## src/rtl/veririsc_ctrl_if.sv

```systemverilog
// Opcode package and the controller-to-datapath strobe bundle for VeriRISC.
// The step line exists only when VERIRISC_CTRL_STEP_EN is defined.
package ex_type_pkg;
    typedef enum logic [2:0] {
        HLT = 3'd0,
        SKZ = 3'd1,
        ADD = 3'd2,
        AND = 3'd3,
        XOR = 3'd4,
        LDA = 3'd5,
        STO = 3'd6,
        JMP = 3'd7
    } opcode_t;
endpackage

interface veririsc_ctrl_if;
    import ex_type_pkg::*;

    opcode_t    opcode;
    logic       zero;
`ifdef VERIRISC_CTRL_STEP_EN
    logic       step;
`endif
    logic       sel;
    logic       rd;
    logic       ld_ir;
    logic       inc_pc;
    logic       halt;
    logic       ld_pc;
    logic       data_e;
    logic       ld_ac;
    logic       wr;
    logic [2:0] phase;

    // Controller side
    modport slave (
`ifdef VERIRISC_CTRL_STEP_EN
        input  step,
`endif
        input  opcode, zero,
        output sel, rd, ld_ir, inc_pc, halt, ld_pc, data_e, ld_ac, wr, phase
    );

    // Datapath side
    modport master (
`ifdef VERIRISC_CTRL_STEP_EN
        output step,
`endif
        output opcode, zero,
        input  sel, rd, ld_ir, inc_pc, halt, ld_pc, data_e, ld_ac, wr, phase
    );
endinterface

```

## src/rtl/veririsc_ctrl.sv

```systemverilog
// Eight-phase VeriRISC instruction sequencer with HLT freeze.
// Define VERIRISC_CTRL_STEP_EN to gate the phase 0 -> 1 transition on bus.step.
module veririsc_ctrl (
    input  logic               clk,
    input  logic               rst_,
    veririsc_ctrl_if.slave     bus
);
    import ex_type_pkg::*;

    typedef enum logic [2:0] {
        INST_ADDR  = 3'd0,
        INST_FETCH = 3'd1,
        INST_LOAD  = 3'd2,
        IDLE       = 3'd3,
        OP_ADDR    = 3'd4,
        OP_FETCH   = 3'd5,
        ALU_OP     = 3'd6,
        STORE      = 3'd7
    } phase_t;

    phase_t phase_reg;
    phase_t phase_next;
    logic   halted_reg;
    logic   halted_next;
    logic   advance;
    logic   alu_op;

    assign alu_op = (bus.opcode inside {ADD, AND, XOR, LDA});

`ifdef VERIRISC_CTRL_STEP_EN
    assign advance = (phase_reg != INST_ADDR) || bus.step;
`else
    assign advance = 1'b1;
`endif

    always_comb begin
        phase_next  = phase_reg;
        halted_next = halted_reg;
        if (!halted_reg) begin
            // HLT parks the machine in OP_ADDR rather than advancing
            if (phase_reg == OP_ADDR && bus.opcode == HLT) begin
                halted_next = 1'b1;
            end else if (advance) begin
                phase_next = phase_t'(phase_reg + 3'd1);
            end
        end
    end

    always_ff @(posedge clk or negedge rst_) begin
        if (!rst_) begin
            phase_reg  <= INST_ADDR;
            halted_reg <= 1'b0;
        end else begin
            phase_reg  <= phase_next;
            halted_reg <= halted_next;
        end
    end

    always_comb begin
        bus.sel    = 1'b0;
        bus.rd     = 1'b0;
        bus.ld_ir  = 1'b0;
        bus.inc_pc = 1'b0;
        bus.halt   = 1'b0;
        bus.ld_pc  = 1'b0;
        bus.data_e = 1'b0;
        bus.ld_ac  = 1'b0;
        bus.wr     = 1'b0;
        if (halted_reg) begin
            bus.halt = 1'b1;
        end else begin
            case (phase_reg)
                INST_ADDR: begin
                    bus.sel = 1'b1;
                end
                INST_FETCH: begin
                    bus.sel = 1'b1;
                    bus.rd  = 1'b1;
                end
                INST_LOAD, IDLE: begin
                    bus.sel   = 1'b1;
                    bus.rd    = 1'b1;
                    bus.ld_ir = 1'b1;
                end
                OP_ADDR: begin
                    bus.inc_pc = 1'b1;
                    bus.halt   = (bus.opcode == HLT);
                end
                OP_FETCH: begin
                    bus.rd = alu_op;
                end
                ALU_OP: begin
                    bus.rd     = alu_op;
                    bus.inc_pc = (bus.opcode == SKZ) && bus.zero;
                    bus.ld_pc  = (bus.opcode == JMP);
                    bus.data_e = (bus.opcode == STO);
                end
                STORE: begin
                    bus.rd     = alu_op;
                    bus.ld_ac  = alu_op;
                    bus.ld_pc  = (bus.opcode == JMP);
                    bus.wr     = (bus.opcode == STO);
                    bus.data_e = (bus.opcode == STO);
                end
                default: ;
            endcase
        end
    end

    assign bus.phase = phase_reg;
endmodule

```

## src/flat_wrapper.sv

```systemverilog
// flat-port wrapper written by rule: the top's interface ports become plain ports
module veririsc_ctrl_flat import ex_type_pkg::*;
  (clk, rst_, bus_opcode, bus_zero, bus_sel, bus_rd, bus_ld_ir, bus_inc_pc, bus_halt, bus_ld_pc, bus_data_e, bus_ld_ac, bus_wr, bus_phase);
  veririsc_ctrl_if bus_i ();
  input  logic clk;
  input  logic rst_;
  input wire logic [$bits(bus_i.opcode)-1:0] bus_opcode;
  input wire logic [$bits(bus_i.zero)-1:0] bus_zero;
  output wire logic [$bits(bus_i.sel)-1:0] bus_sel;
  output wire logic [$bits(bus_i.rd)-1:0] bus_rd;
  output wire logic [$bits(bus_i.ld_ir)-1:0] bus_ld_ir;
  output wire logic [$bits(bus_i.inc_pc)-1:0] bus_inc_pc;
  output wire logic [$bits(bus_i.halt)-1:0] bus_halt;
  output wire logic [$bits(bus_i.ld_pc)-1:0] bus_ld_pc;
  output wire logic [$bits(bus_i.data_e)-1:0] bus_data_e;
  output wire logic [$bits(bus_i.ld_ac)-1:0] bus_ld_ac;
  output wire logic [$bits(bus_i.wr)-1:0] bus_wr;
  output wire logic [$bits(bus_i.phase)-1:0] bus_phase;
  assign bus_i.opcode = bus_opcode;
  assign bus_i.zero = bus_zero;
  assign bus_sel = bus_i.sel;
  assign bus_rd = bus_i.rd;
  assign bus_ld_ir = bus_i.ld_ir;
  assign bus_inc_pc = bus_i.inc_pc;
  assign bus_halt = bus_i.halt;
  assign bus_ld_pc = bus_i.ld_pc;
  assign bus_data_e = bus_i.data_e;
  assign bus_ld_ac = bus_i.ld_ac;
  assign bus_wr = bus_i.wr;
  assign bus_phase = bus_i.phase;
  veririsc_ctrl u_core (.clk(clk), .rst_(rst_), .bus(bus_i));
endmodule
```

## config.mk

```make
export PLATFORM = sky130hd
export DESIGN_NAME = veririsc_ctrl_flat
export DESIGN_NICKNAME = d
export VERILOG_FILES = /design/src/rtl/veririsc_ctrl_if.sv /design/src/rtl/veririsc_ctrl.sv /design/src/flat_wrapper.sv
export SDC_FILE = /design/constraint.sdc
export NUM_CORES = 1
export LEC_CHECK = 0
export CAP_MARGIN = 20
export CORE_AREA = 2 2 39 41
export DETAILED_ROUTE_END_ITERATION = 6
export DIE_AREA = 0 0 41 43
export PLACE_DENSITY = 0.56
export SLEW_MARGIN = 20
export SYNTH_ARGS = -nofsm -noshare
export SYNTH_HDL_FRONTEND = slang
export SYNTH_SLANG_ARGS = --single-unit
```

## constraint.sdc

```tcl
create_clock -name clk -period 4.05 [get_ports clk]
set_clock_uncertainty 0.15 [all_clocks]
set_input_delay 1.0125 -clock clk [delete_from_list [all_inputs] [get_ports clk]]
set_output_delay 1.0125 -clock clk [all_outputs]
set_load 0.01 [all_outputs]
```

---- Word-level counts from Yosys, hierarchy flattened ----
Index checks and enable logic that the tools add are counted.
cells by class
  add/subtract/negate cells ............... 1
  equality and inequality tests ........... 14
  muxes and demuxes ....................... 20
  bitwise logic cells ..................... 2
  reduce and logical (&&, ||, !) cells .... 11
operators by type and width
  operator               number
  $eq A3 B3 Y1 const B   8
  $mux W1                18
  $eq A3 B2 Y1 const B   4
  $eq A3 B1 Y1 const B   2
  $logic_not A3 Y1       2
  $reduce_or A3 Y1       2
  $pmux W1 S2            2
  $reduce_bool A4 Y1     1
  $reduce_or A2 Y1       2
  $reduce_or A4 Y1       1
  $add A3 B1 Y3 const B  1
  $logic_and A1 B1 Y1    2
  $not A1 Y1             2
  $reduce_and A2 Y1      1
word-level totals
  flip-flop bits (word level) ............. 4
  bits of input ports ..................... 6

---- Longest topological paths before layout ----
  depth in word-level cells ............... 4
  depth in mapped cells ................... 5
  gate-level depth less buffers ........... 5

---- Worst setup path before layout ----
No wires, ideal clock.
  path type ............................... input to output
  start point ............................. in bus_opcode[1]
  end point ............................... out bus_data_e
  arrival ................................. 1751 ps
  required time ........................... 2888 ps
  path slack .............................. 1136 ps
  cell stages on the path ................. 3
  buffers on the path ..................... 0
  cell sequence ........................... nand2_1 or4b_1 nor2_1
on the way
  longest elaborated chain between the ends .. 3
ends and longest elaborated chain
  what                line                                       RTL
  start: declaration  flat_wrapper.sv:7                          input wire logic [$bits(bus_i.opcode)-1:0] bus_opcode;
  $eq A3 B3 Y1        veririsc_ctrl.sv:96, veririsc_ctrl.sv:103
  $mux W1             --
  $mux W1             veririsc_ctrl.sv:69                        if (halted_reg) begin
  end: declaration    flat_wrapper.sv:15                         output wire logic [$bits(bus_i.data_e)-1:0] bus_data_e;
No other way between the ends.

---- Final worst setup path ----
  start point ............................. in bus_opcode[1]
  end point ............................... out bus_ld_pc
on the way
  longest elaborated chain between the ends .. 3
ends and longest elaborated chain
  what              line                                       RTL
  $eq A3 B3 Y1      veririsc_ctrl.sv:95, veririsc_ctrl.sv:101
  $mux W1           --
  $mux W1           veririsc_ctrl.sv:69
  end: declaration  flat_wrapper.sv:14                         output wire logic [$bits(bus_i.ld_pc)-1:0] bus_ld_pc;
No other way between the ends.

==> impl_metrics.json <==
{
  "critPathRequiredTime_ps": 2890,
  "p_per_area_mw_per_mm2": 684.0,
  "clock_latency_ps": 240,
  "htreeDepth": 1,
  "final_common_cell": "clkdlybuf4s50_1",
  "synthesis.nets": 50,
  "first_global_vias": 320,
  "crit_path_frequent_cell": "clkdlybuf4s50_1",
  "cts_buffer_depth": 2,
  "grt_max_degree": 11,
  "nFillCells": 140,
  "fmax_mhz": 258.4,
  "vias_per_cell": 4.480,
  "root_buffer": "clkbuf_4",
  "rsz0062_at_grt": "false",
  "critPathArrivalTime_ps": 2710,
  "first_iter_violations": 7,
  "vdd_ir_drop_max_v": 0.0003270,
  "synth_cell_type_count": 20,
  "gp_routability_congestion": 0.6671,
  "syn_avg_cell_area_sq_um": 9.015,
  "wirelength_um": 740,
  "cts_setup_buffers": 0,
  "grt-ovfl-total": 0,
  "core_area_sq_mm": 0.001384,
  "die_w_um": 41,
  "slew_viol_final": 0,
  "fin_crit_sh_pct": 95.54,
  "seqCellArea_sq_um": 100.1,
  "yosys_warnings": 0,
  "track_usage_pct": 11.18,
  "drc": 0,
  "dp_hpwl_um": 603.4,
  "antenna_found_initial": 0,
  "clk_pin_slew_ps": 40,
  "io_buffers": 17,
  "cp-end-kind": "output pin",
  "netlist_area_sq_um": 351.6,
  "hold_buffers": 0,
  "nets": 72,
  "drive_above_1_share_pct": 13.56,
  "yosysSeqAreaShare_pct": 28.47,
  "ant_nets": 0,
  "p_leak_nw": 0.2465,
  "cts_sinks": 4,
  "num_rows": 14,
  "slowest_stage": "clkdlybuf4s50_1",
  "cts_buffers": 3,
  "ioPinCount": 18,
  "multi_input_area_sq_um": 224.0,
  "min_path_type": "flop to flop",
  "largest_reg_flops": 3,
  "cts_tree": "done",
  "first_pass_iters": 4,
  "min_path_cells": 1,
  "status": "complete, no violations",
  "diodes": 0,
  "hold_viol_final": 0,
  "reg2reg_depth": 5,
  "area_delta_synth_final_pct": 62.28,
  "start_util_pct": 25.41,
  "final_cell_mix": "17 x clkdlybuf4s50_1, 6 x nor2_1, 5 x inv_1, 5 x ha_1, 4 x dfrtp_1",
  "maxSlewHeadroom_pct": 79.25,
  "tns_ps": 0,
  "place_ws_ps": 168.1,
  "synth_seq_cells": 4,
  "critPathMaxFanout": 2,
  "netlist_instances": 39,
  "wl_per_cell_um": 9.867,
  "setup_viol": 0,
  "cts-resized-gates": 0,
  "start_kind": "primary input",
  "crit_type": "primary input to output pin",
  "period_needed_ps": 3869,
  "grt_first_pass_wirelength_um": 1373,
  "die-height_um": 43,
  "dieArea_sq_mm": 0.001763,
  "drv_cap": 0,
  "setup_ws_ps": 180.8,
  "dr_total_vias": 336,
  "path_cells": "clkdlybuf4s50_1 -> nand2_1 -> or4b_1 -> nor2_1 -> clkdlybuf4s50_1",
  "max_stage_delay_ps": 540,
  "worst_slew_pin_slew_ps": 310.5
}
## metal layers
layer | vias up | global-route usage, % | wire (um)
met4 | 0 | 2.000 | 0
li1 | 173 | - | -
met1 | 152 | 15.26 | 324
met5 | - | 0 | 0
met2 | 11 | 15.31 | 354
met3 | 0 | 6.283 | 60
## final timing paths
check / end / startpoint / slack [ps]
max reg2reg: u_core.bus.phase[1]$_DFFE_PN0P_ / u_core.bus.phase[1]$_DFFE_PN0P_ / 2260
min: u_core.bus.phase[2]$_DFFE_PN0P_ / u_core.halted_reg$_DFF_PN0_ / 490
max in group asynchronous: u_core.bus.phase[0]$_DFFE_PN0P_ / rst_ / 2760
min in group asynchronous: u_core.bus.phase[2]$_DFFE_PN0P_ / rst_ / 820
max: bus_ld_pc / bus_opcode[1] / 180
min reg2reg: u_core.bus.phase[2]$_DFFE_PN0P_ / u_core.halted_reg$_DFF_PN0_ / 490
## layout make-up
cell class,instances,share of cell area [%]
Clock buffer,3,3.947
Inverter,5,3.289
Multi-Input combinational cell,28,39.25
Sequential cell,4,17.54
Tap cell,16,3.509
Timing Repair Buffer,19,32.46
## logic make-up after synthesis
group / Yosys count / synth area share, %
mux: 2 / 7.116
xor+xnor: 2 / 4.983
simple gates: 13 / 21.35
flops: 4 / 28.47
compound gates: 6 / 12.46
fa+ha+maj: 5 / 17.79
buf+inv: 7 / 7.827
## critical path: cells and delay by family
family	cells	cell delay [ps]
buf+inv	2	1010
simple gates	3	690
## stage by stage
step	instances	utilization, %	total power, W	area (sq um)	hold slack (ps)
floorplan	39	-	0.0002360	351.6	504.3
global placement	72	39.60	0.0003442	548.0	508.4
detailed placement	72	39.60	0.0003423	548.0	500.2
CTS	75	41.23	0.0003951	570.5	500.1
global route	75	41.23	0.0004375	570.5	544.7
finish	75	41.23	0.0003903	570.5	485.6
## cell usage after synthesis
library cell | number | area, sq um
nand2b_1 | 1 | 6.260
nor2_1 | 6 | 22.52
o21ai_0 | 2 | 10.01
dfrtp_1 | 4 | 100.1
xnor2_1 | 2 | 17.52
ha_1 | 5 | 62.56
mux2i_1 | 1 | 10.01
inv_1 | 5 | 18.77
mux2_4 | 1 | 15.01
nand2_1 | 1 | 3.750
a221oi_1 | 1 | 8.760
a41oi_1 | 1 | 8.760
o21bai_1 | 1 | 7.510
a21oi_2 | 1 | 8.760
clkbuf_1 | 1 | 3.750
or4b_1 | 1 | 10.01
nor3_1 | 2 | 10.01
nor4b_2 | 1 | 15.01
clkbuf_2 | 1 | 5.000
nor3b_1 | 1 | 7.510
## power by group
part / internal, W / leakage, nW / total, W / switching (W)
Sequential: 0.0000621 / 0.0468 / 0.000104 / 0.0000414
Clock: 0.0000332 / 0.0138 / 0.0000506 / 0.0000174
Combinational: 0.000141 / 0.186 / 0.000236 / 0.0000953
Total: 0.000236 / 0.247 / 0.000390 / 0.000154
(Power assumes the default switching activity.)
